[config.mk]
export PLATFORM = sky130hd
export DESIGN_NAME = fft_input_framer
export DESIGN_NICKNAME = d
export VERILOG_FILES = /design/src/rtl/fft_pkg.sv /design/src/rtl/framer_bank.sv /design/src/rtl/fft_input_framer.sv
export SDC_FILE = /design/constraint.sdc
export NUM_CORES = 2
export LEC_CHECK = 0
export ABC_AREA = 1
export CAP_MARGIN = 25
export CORE_MARGIN = 2
export CORE_UTILIZATION = 45
export CTS_CLUSTER_DIAMETER = 80
export DETAILED_ROUTE_END_ITERATION = 8
export PLACE_DENSITY_LB_ADDON = 0.2
export SYNTH_ARGS = -nofsm -noshare
export SYNTH_HDL_FRONTEND = slang
export SYNTH_SLANG_ARGS = --single-unit
[constraint.sdc]
create_clock -name clk -period 3.5 [get_ports clk]
set_input_delay 0.7 -clock clk [delete_from_list [all_inputs] [get_ports clk]]
set_output_delay 0.7 -clock clk [all_outputs]
set_load 0.1 [all_outputs]
[src/rtl/fft_pkg.sv]
// Shared constants, types and packing helpers for the FFT front end.
package fft_pkg;

   localparam int unsigned FFT_N    = 16;
   localparam int unsigned SAMPLE_W = 16;

   typedef struct packed {
      logic signed [SAMPLE_W-1:0] re;
      logic signed [SAMPLE_W-1:0] im;
   } cplx_t;

   // Selects one of the two ping-pong banks.
   typedef enum logic {
      BANK0 = 1'b0,
      BANK1 = 1'b1
   } bank_t;

   // Low bit position of sample k on a flat bus of w-bit lanes.
   function automatic int unsigned idx_slice(input int unsigned k,
                                             input int unsigned w = SAMPLE_W);
      return k * w;
   endfunction

   function automatic bank_t other_bank(input bank_t b);
      return (b == BANK0) ? BANK1 : BANK0;
   endfunction

endpackage

[src/rtl/framer_bank.sv]
// N-entry sample store for one half of the ping-pong buffer.
// Contents are not reset; they are only meaningful once a bank is full.
module framer_bank
   import fft_pkg::*;
#(
   parameter int unsigned N = FFT_N,
   parameter int unsigned W = SAMPLE_W
) (
   input  logic                 clk,
   input  logic                 we,
   input  logic [$clog2(N)-1:0] widx,
   input  logic [W-1:0]         wre,
   input  logic [W-1:0]         wim,
   output logic [N*W-1:0]       rd_re,
   output logic [N*W-1:0]       rd_im
);

   localparam int unsigned IW = $clog2(N);

   // Write the addressed lane; every lane is always visible on the flat buses.
   always_ff @(posedge clk) begin
      if (we) begin
         for (int unsigned k = 0; k < N; k++) begin
            if (widx == IW'(k)) begin
               rd_re[idx_slice(k, W) +: W] <= wre;
               rd_im[idx_slice(k, W) +: W] <= wim;
            end
         end
      end
   end

endmodule

[src/rtl/fft_input_framer.sv]
// Serial-to-parallel framer: collects N complex samples into a natural-order
// frame using two ping-pong banks and presents it as registered flat buses.
module fft_input_framer
   import fft_pkg::*;
#(
   parameter int unsigned N = FFT_N,
   parameter int unsigned W = SAMPLE_W
) (
   input  logic           clk,
   input  logic           rst_n,
   input  logic           s_valid,
   output logic           s_ready,
   input  logic [W-1:0]   s_re,
   input  logic [W-1:0]   s_im,
   input  logic           s_last,
   output logic [N*W-1:0] frame_re,
   output logic [N*W-1:0] frame_im,
   output logic           frame_valid,
   input  logic           frame_ready,
   output logic           err_pulse
);

   localparam int unsigned   IW       = $clog2(N);
   localparam logic [IW-1:0] LAST_IDX = IW'(N - 1);

   bank_t          wr_bank, wr_bank_nxt;
   bank_t          rd_bank, rd_bank_nxt;
   logic [IW-1:0]  wr_idx, wr_idx_nxt;
   logic [1:0]     bank_full, bank_full_nxt;
   logic           err_nxt;

   logic           accept;
   logic           at_last;
   logic           fill_done;
   logic           consume;
   logic           load_out;
   logic           we0, we1;
   logic [N*W-1:0] b0_re, b0_im, b1_re, b1_im;
   logic [N*W-1:0] src_re, src_im;

   assign accept      = s_valid && s_ready;
   assign at_last     = (wr_idx == LAST_IDX);
   assign fill_done   = accept && at_last;
   assign frame_valid = bank_full[rd_bank];
   assign consume     = frame_valid && frame_ready;

   assign we0 = accept && (wr_bank == BANK0);
   assign we1 = accept && (wr_bank == BANK1);

   framer_bank #(
      .N (N),
      .W (W)
   ) u_bank0 (
      .clk   (clk),
      .we    (we0),
      .widx  (wr_idx),
      .wre   (s_re),
      .wim   (s_im),
      .rd_re (b0_re),
      .rd_im (b0_im)
   );

   framer_bank #(
      .N (N),
      .W (W)
   ) u_bank1 (
      .clk   (clk),
      .we    (we1),
      .widx  (wr_idx),
      .wre   (s_re),
      .wim   (s_im),
      .rd_re (b1_re),
      .rd_im (b1_im)
   );

   // Next-state for write pointer, read pointer, full flags and error strobe.
   always_comb begin
      wr_idx_nxt    = wr_idx;
      wr_bank_nxt   = wr_bank;
      rd_bank_nxt   = rd_bank;
      bank_full_nxt = bank_full;
      err_nxt       = 1'b0;

      if (accept) begin
         if (at_last) begin
            bank_full_nxt[wr_bank] = 1'b1;
            wr_idx_nxt             = '0;
            wr_bank_nxt            = other_bank(wr_bank);
            err_nxt                = !s_last;
         end else if (s_last) begin
            // Early last: drop the partial frame and restart the same bank.
            wr_idx_nxt = '0;
            err_nxt    = 1'b1;
         end else begin
            wr_idx_nxt = wr_idx + IW'(1);
         end
      end

      // A full bank never accepts writes, so this cannot collide with the fill above.
      if (consume) begin
         bank_full_nxt[rd_bank] = 1'b0;
         rd_bank_nxt            = other_bank(rd_bank);
      end
   end

   // Pick the frame that will be presented next cycle and decide whether to load it.
   always_comb begin
      src_re = (rd_bank_nxt == BANK1) ? b1_re : b0_re;
      src_im = (rd_bank_nxt == BANK1) ? b1_im : b0_im;
      // The final sample is being written this very edge, so bypass it from the input.
      if (fill_done && (wr_bank == rd_bank_nxt)) begin
         src_re[idx_slice(N - 1, W) +: W] = s_re;
         src_im[idx_slice(N - 1, W) +: W] = s_im;
      end
      load_out = bank_full_nxt[rd_bank_nxt] && (!frame_valid || consume);
   end

   // Control state registers; s_ready is registered from the next-state flags.
   always_ff @(posedge clk or negedge rst_n) begin
      if (!rst_n) begin
         wr_bank   <= BANK0;
         rd_bank   <= BANK0;
         wr_idx    <= '0;
         bank_full <= '0;
         s_ready   <= 1'b1;
         err_pulse <= 1'b0;
      end else begin
         wr_bank   <= wr_bank_nxt;
         rd_bank   <= rd_bank_nxt;
         wr_idx    <= wr_idx_nxt;
         bank_full <= bank_full_nxt;
         s_ready   <= !bank_full_nxt[wr_bank_nxt];
         err_pulse <= err_nxt;
      end
   end

   // Output frame registers, held until the next frame becomes presentable.
   always_ff @(posedge clk or negedge rst_n) begin
      if (!rst_n) begin
         frame_re <= '0;
         frame_im <= '0;
      end else if (load_out) begin
         frame_re <= src_re;
         frame_im <= src_im;
      end
   end

endmodule

After elaboration in Yosys (flattened, before gate mapping). Cells that the tools add are included.

Register bits: 1546. Bits in latches: 0. Bits in writable memories: 0. ROM bits: 0. Output and inout port bits: 515. Logic and storage cells: 172. Memories: 0.

$add $sub $neg: 1. Multiply operators: 0. Divide/modulo/power cells: 0. Magnitude comparators: 6. Equality and inequality tests: 16. Shifts and indexed selects: 0. Mux-type cells: 27. Bitwise gates (word level): 4. Reductions and logical operators: 46.

Operators by type and width (number): $mux W256 (2); $reduce_and A2 Y1 (32); $eq A4 B4 Y1 const B (8); $mux W16 (2); $eq A4 B3 Y1 const B (4); $mux W1 (16); $logic_and A1 B1 Y1 (9); $eq A4 B2 Y1 const B (2); $lt A1 B2 Y1 const B (4); $mux W4 (2); $mux W2 (3); $add A4 B1 Y4 const B (1); $eq A4 B1 Y1 const B (1); $logic_not A4 Y1 (1); $logic_not A1 Y1 (3); $and A2 B2 Y2 (1); $demux W1 S1 (2); $ge A1 B1 Y1 const B (2); $not A2 Y2 (1); $or A2 B2 Y2 (1); $eq A1 B1 Y1 (1); $logic_or A1 B1 Y1 (1); $not A1 Y1 (1).

Depth between registers and ports, before layout.
Depth after elaboration: 12. Mapped depth: 11.

Cells and area by module. Synthesis repeated with hierarchy kept, for this count alone.

Cells, all modules: 5078. Area total of the unflattened synthesis: 57802.9 sq um.

Modules (own cells, without submodules): framer_bank (times used 2, cells an instance 544, area each 15502.4 sq um, sequential area each 15374.7 sq um); fft_input_framer (times used 1, cells an instance 3990, area each 26798.2 sq um, sequential area each 13063.8 sq um).

Least setup slack after synthesis. Ideal clock, no wire load.

Kind: reg-to-reg. Start point: reg s_ready. End point: reg u_bank0.rd_im[112], enable pin. Library setup time: 0.461 ns. Arrival: 3.586 ns. Data required time: 3.039 ns. Setup slack: -0.547 ns. Stages on the path, launching flop included: 5. Buffers on the path: 0. Cells stage by stage: dfstp_2 -> nand2_1 -> nor2_1 -> inv_1 -> nor3_1.

Longest elaborated chain between the ends: 3.

RTL lines: from (decl) (RTL line fft_input_framer.sv:12) `output logic s_ready,`; from (signal assigned) (RTL line fft_input_framer.sv:132) `s_ready <= !bank_full_nxt[wr_bank_nxt];`; $logic_and A1 B1 Y1 (RTL line fft_input_framer.sv:41) `assign accept = s_valid && s_ready;`; $logic_and A1 B1 Y1 (RTL line fft_input_framer.sv:47) `assign we0 = accept && (wr_bank == BANK0);`; $reduce_and A2 Y1 (no source line); to (signal, indexed assignment) (RTL line framer_bank.sv:26) `rd_im[idx_slice(k, W) +: W] <= wim;`; to (decl) (RTL line framer_bank.sv:15) `output logic [N*W-1:0] rd_im`.

Every way passes these cells. A chain may end at the register's enable or synchronous reset.

Final worst setup path.
Start point: reg frame_im[199]. End point: out frame_im[199].

RTL lines: from (decl) (RTL line fft_input_framer.sv:17) `output logic [N*W-1:0] frame_im,`; from (signal assigned) (RTL line fft_input_framer.sv:144) `frame_im <= src_im;`.

No word-level cell between the ends.

==> tab_implementation.tex <==
\begin{tabular}{lr}
\hline
Metric & Value \\
\hline
\multicolumn{2}{l}{\textbf{Outcome}} \\
\quad Outcome & completed \\
\multicolumn{2}{l}{\textbf{Clock network}} \\
\quad TritonCTS clock tree & built \\
\quad Cell chosen for the clock root & clkbuf\_16 \\
\quad Clock slew seen by the registers of the worst setup and hold paths & 60 ps \\
\quad Clk sinks & 1546 \\
\quad CTS resizes & 0 \\
\quad Buffers from clock root to sink, at most & 3 \\
\quad Number of H-tree branching levels & 4 \\
\quad Clock network latency to the later pin of the worst-skew pair & 780 ps \\
\quad Inserted Clock Buffers & 158 \\
\multicolumn{2}{l}{\textbf{Logic synthesis}} \\
\quad Post-Syn Nets & 5115 \\
\quad Avg Cell Area, Syn & 11.38 um2 \\
\quad Fraction of synthesized cell area taken by the top area cell type & 53.25\% \\
\quad Top post-synthesis cells by area & edfxtp\_1, dfrtp\_1, nand2\_1 \\
\quad Top cells by count, synth & nand2\_1, edfxtp\_1, dfrtp\_1 \\
\quad Combined area of all synthesized cells & 57750 um2 \\
\quad Register bit count reported by yosys & 1546 \\
\quad Cell count after synthesis & 5074 \\
\quad Post-synth top area cell & edfxtp\_1 \\
\quad Number of distinct library cell variants in the gate-level netlist after synthesis & 28 \\
\quad Part of the Yosys area used for sequential elements & 75.87\% \\
\quad Ys flop type & edfxtp\_1 \\
\quad Proportion of synthesized flip-flops having asynchronous set or reset & 33.76\% \\
\quad Warnings, synthesis & 0 \\
\quad Count leader, synth & nand2\_1 \\
\quad Number of enable-type register cells in the synthesized netlist & 1024 \\
\multicolumn{2}{l}{\textbf{Layout}} \\
\quad Fill cell count & 10680 \\
\quad Fraction of layout instances using a drive strength above 1 & 8.191\% \\
\quad Core occupancy in the finished layout & 55.48\% \\
\quad Area overhead of the layout relative to synthesis & 22.51\% \\
\quad NumNets Final & 5741 \\
\multicolumn{2}{l}{\textbf{STA}} \\
\quad Final count of hold timing violations & 0 \\
\quad Final hold slack & 383.4 ps \\
\quad Peak clock frequency supported by timing & 320.2 MHz \\
\quad Shortest period the worst path allows & 3123 ps \\
\quad Slew at the pin with the worst max-slew slack & 1098 ps \\
\quad RSZ-0062 raised after global routing & false \\
\quad Final-report setup violation count & 0 \\
\quad Final setup skew & 20.38 ps \\
\quad Final worst path period share & 89.22\% \\
\quad Worst relative slew slack & 26.77\% \\
\quad Final Max Tran Viols & 0 \\
\multicolumn{2}{l}{\textbf{Routing}} \\
\quad Detailed-route vias per instance & 5.044 \\
\quad First-pass DRT Iterations & 5 \\
\quad Remaining antenna violation count & 0 \\
\quad Final wirelength & 162600 um \\
\quad Count of vias placed by the detailed router & 37830 \\
\quad Count of unresolved DRC violations after routing & 0 \\
\quad Detail-routed net length per standard cell & 21.68 um \\
\quad First DRT Iteration DRCs & 4282 \\
\multicolumn{2}{l}{\textbf{Worst setup path}} \\
\quad Kind of cell with the highest combined delay on the critical path & buffers and inverters \\
\quad Bufs and invs on worst path & 1 \\
\quad Kind of start point of the critical path & flop \\
\quad Critical path required time & 2800 ps \\
\quad Crit path largest cell delay & 1190 ps \\
\quad Slowest CP cell & clkdlybuf4s50\_1 \\
\quad Crit Path Max Fanout & 2 \\
\quad Critical setup path kind & flop to primary output \\
\quad Element type at the critical path end & primary output \\
\quad Cells along the critical path & clkdlybuf4s50\_1 \\
\quad Critical path arrival & 2420 ps \\
\multicolumn{2}{l}{\textbf{Floorplanning}} \\
\quad Die Span X & 362.2 um \\
\quad Num rows & 131 \\
\quad Ports & 552 \\
\quad Die Y-Extent & 362.2 um \\
\quad Full die area & 131200 um2 \\
\quad Area inside the core boundary & 127500 um2 \\
\quad Starting density of the core & 45.28\% \\
\multicolumn{2}{l}{\textbf{Run}} \\
\quad Max-cap viol count & 0 \\
\multicolumn{2}{l}{\textbf{Global routing}} \\
\quad Number of antenna violations at the first check in global routing & 12 \\
\quad Aggregate global routing overflow & 0 \\
\quad Total global-route track usage & 24.67\% \\
\quad First-pass GRT wire length & 236600 um \\
\quad Via count of the first global-routing pass & 35750 \\
\quad Maximum number of pins on one net before global-route repair & 136 \\
\multicolumn{2}{l}{\textbf{Place}} \\
\quad Half-perimeter wire length after detailed placement & 103500 um \\
\quad Number of I/O port buffers & 551 \\
\quad Final GP Congestion & 0.8046 \\
\multicolumn{2}{l}{\textbf{Hold path}} \\
\quad Hold Path Class & input pin to flop \\
\hline
\end{tabular}
## layer usage
layer	part of all wire, %	vias up	GRT usage, %
met5	0.022	-	0
met4	2.4	6	7.054
met3	7.5	238	4.711
met2	47	1387	38.97
met1	43	18590	35.02
li1	-	17620	-
## cells by family (layout without fill, tap and decap cells)
family / Yosys count / count (layout) / synth area share, %
simple gates: 3152 / 3152 / 20.83
other cells: 0 / 2 / 0
compound gates: 43 / 43 / 0.4139
buf+inv: 329 / 1091 / 2.793
flops: 1546 / 1546 / 75.87
fa+ha+maj: 4 / 4 / 0.08667
## through the flow
step / setup TNS (ps) / std cells / setup slack, ps / area [um2]
floorplan: -140080 / 5074 / -547.2 / 57750
global placement: 0 / 7201 / 395.8 / 65720
detailed placement: 0 / 7201 / 379.1 / 65720
CTS: 0 / 7498 / 355.0 / 70740
global route: 0 / 7498 / 351.0 / 70740
finish: 0 / 7500 / 377.3 / 70750
## cell usage in the layout, fill, tap and decap left out, types with 3 or more instances in the layout
master and count:
nand2_1 3027, edfxtp_1 1024, dfrtp_1 521, clkdlybuf4s50_1 495
clkbuf_16 162, buf_4 139, inv_1 86, nand3_1 44
clkbuf_1 43, buf_12 39, o21ai_0 36, nand4_1 32
buf_2 32, clkinv_1 29, nor2_4 24, clkinv_2 24
clkbuf_8 14, nor2_1 8, nor3_2 8, inv_6 7
bufinv_16 5, ha_1 4, clkinv_8 3, clkbuf_4 3
clkinvlp_4 3
## final timing paths
| kind | startpoint | cells after the start | to | slack (ps) |
|---|---|---|---|---|
| worst min-delay path | s_re[9] | 1 | u_bank1.rd_re[185] | 380 |
| worst max register to register | s_ready | 10 | frame_im[151] | 920 |
| worst max-delay path | frame_im[199] | 1 | frame_im[199] | 380 |
| min in group asynchronous | rst_n | 2 | frame_im[32] | 570 |
| max in group asynchronous | rst_n | 3 | frame_im[176] | 1920 |
| worst min register to register | frame_im[62] | 2 | frame_im[62] | 470 |
## cell type report
cell class | instances | area, um2 | area share, %
Tap cell | 1662 | 2079 | 2.939
Clock buffer | 222 | 4431 | 6.262
Antenna cell | 2 | 5.005 | 0.007074
Timing Repair Buffer | 707 | 6964 | 9.844
Sequential cell | 1546 | 43810 | 61.93
Clock inverter | 74 | 578.1 | 0.8171
Multi-Input combinational cell | 3199 | 12550 | 17.73
Inverter | 88 | 330.3 | 0.4669
## what timing repair did
action / 4_1_cts / 5_1_grt
hold buffers: 1 / 0
setup buffers: 0 / 0
hold endpoints to repair: 6 / 0
## registers in the layout (all words and copies together) (netlist names)
signal / count
u_bank1.rd_re: 256
u_bank1.rd_im: 256
frame_re: 256
u_bank0.rd_im: 256
rd_bank: 1
wr_idx: 4
bank_full: 2
err_pulse: 1
s_ready: 1
frame_im: 256
wr_bank: 1
u_bank0.rd_re: 256
Power is left out: the tool's default activity adds up to more than one toggle a clock period on the data nets, which glitch-free logic cannot reach.
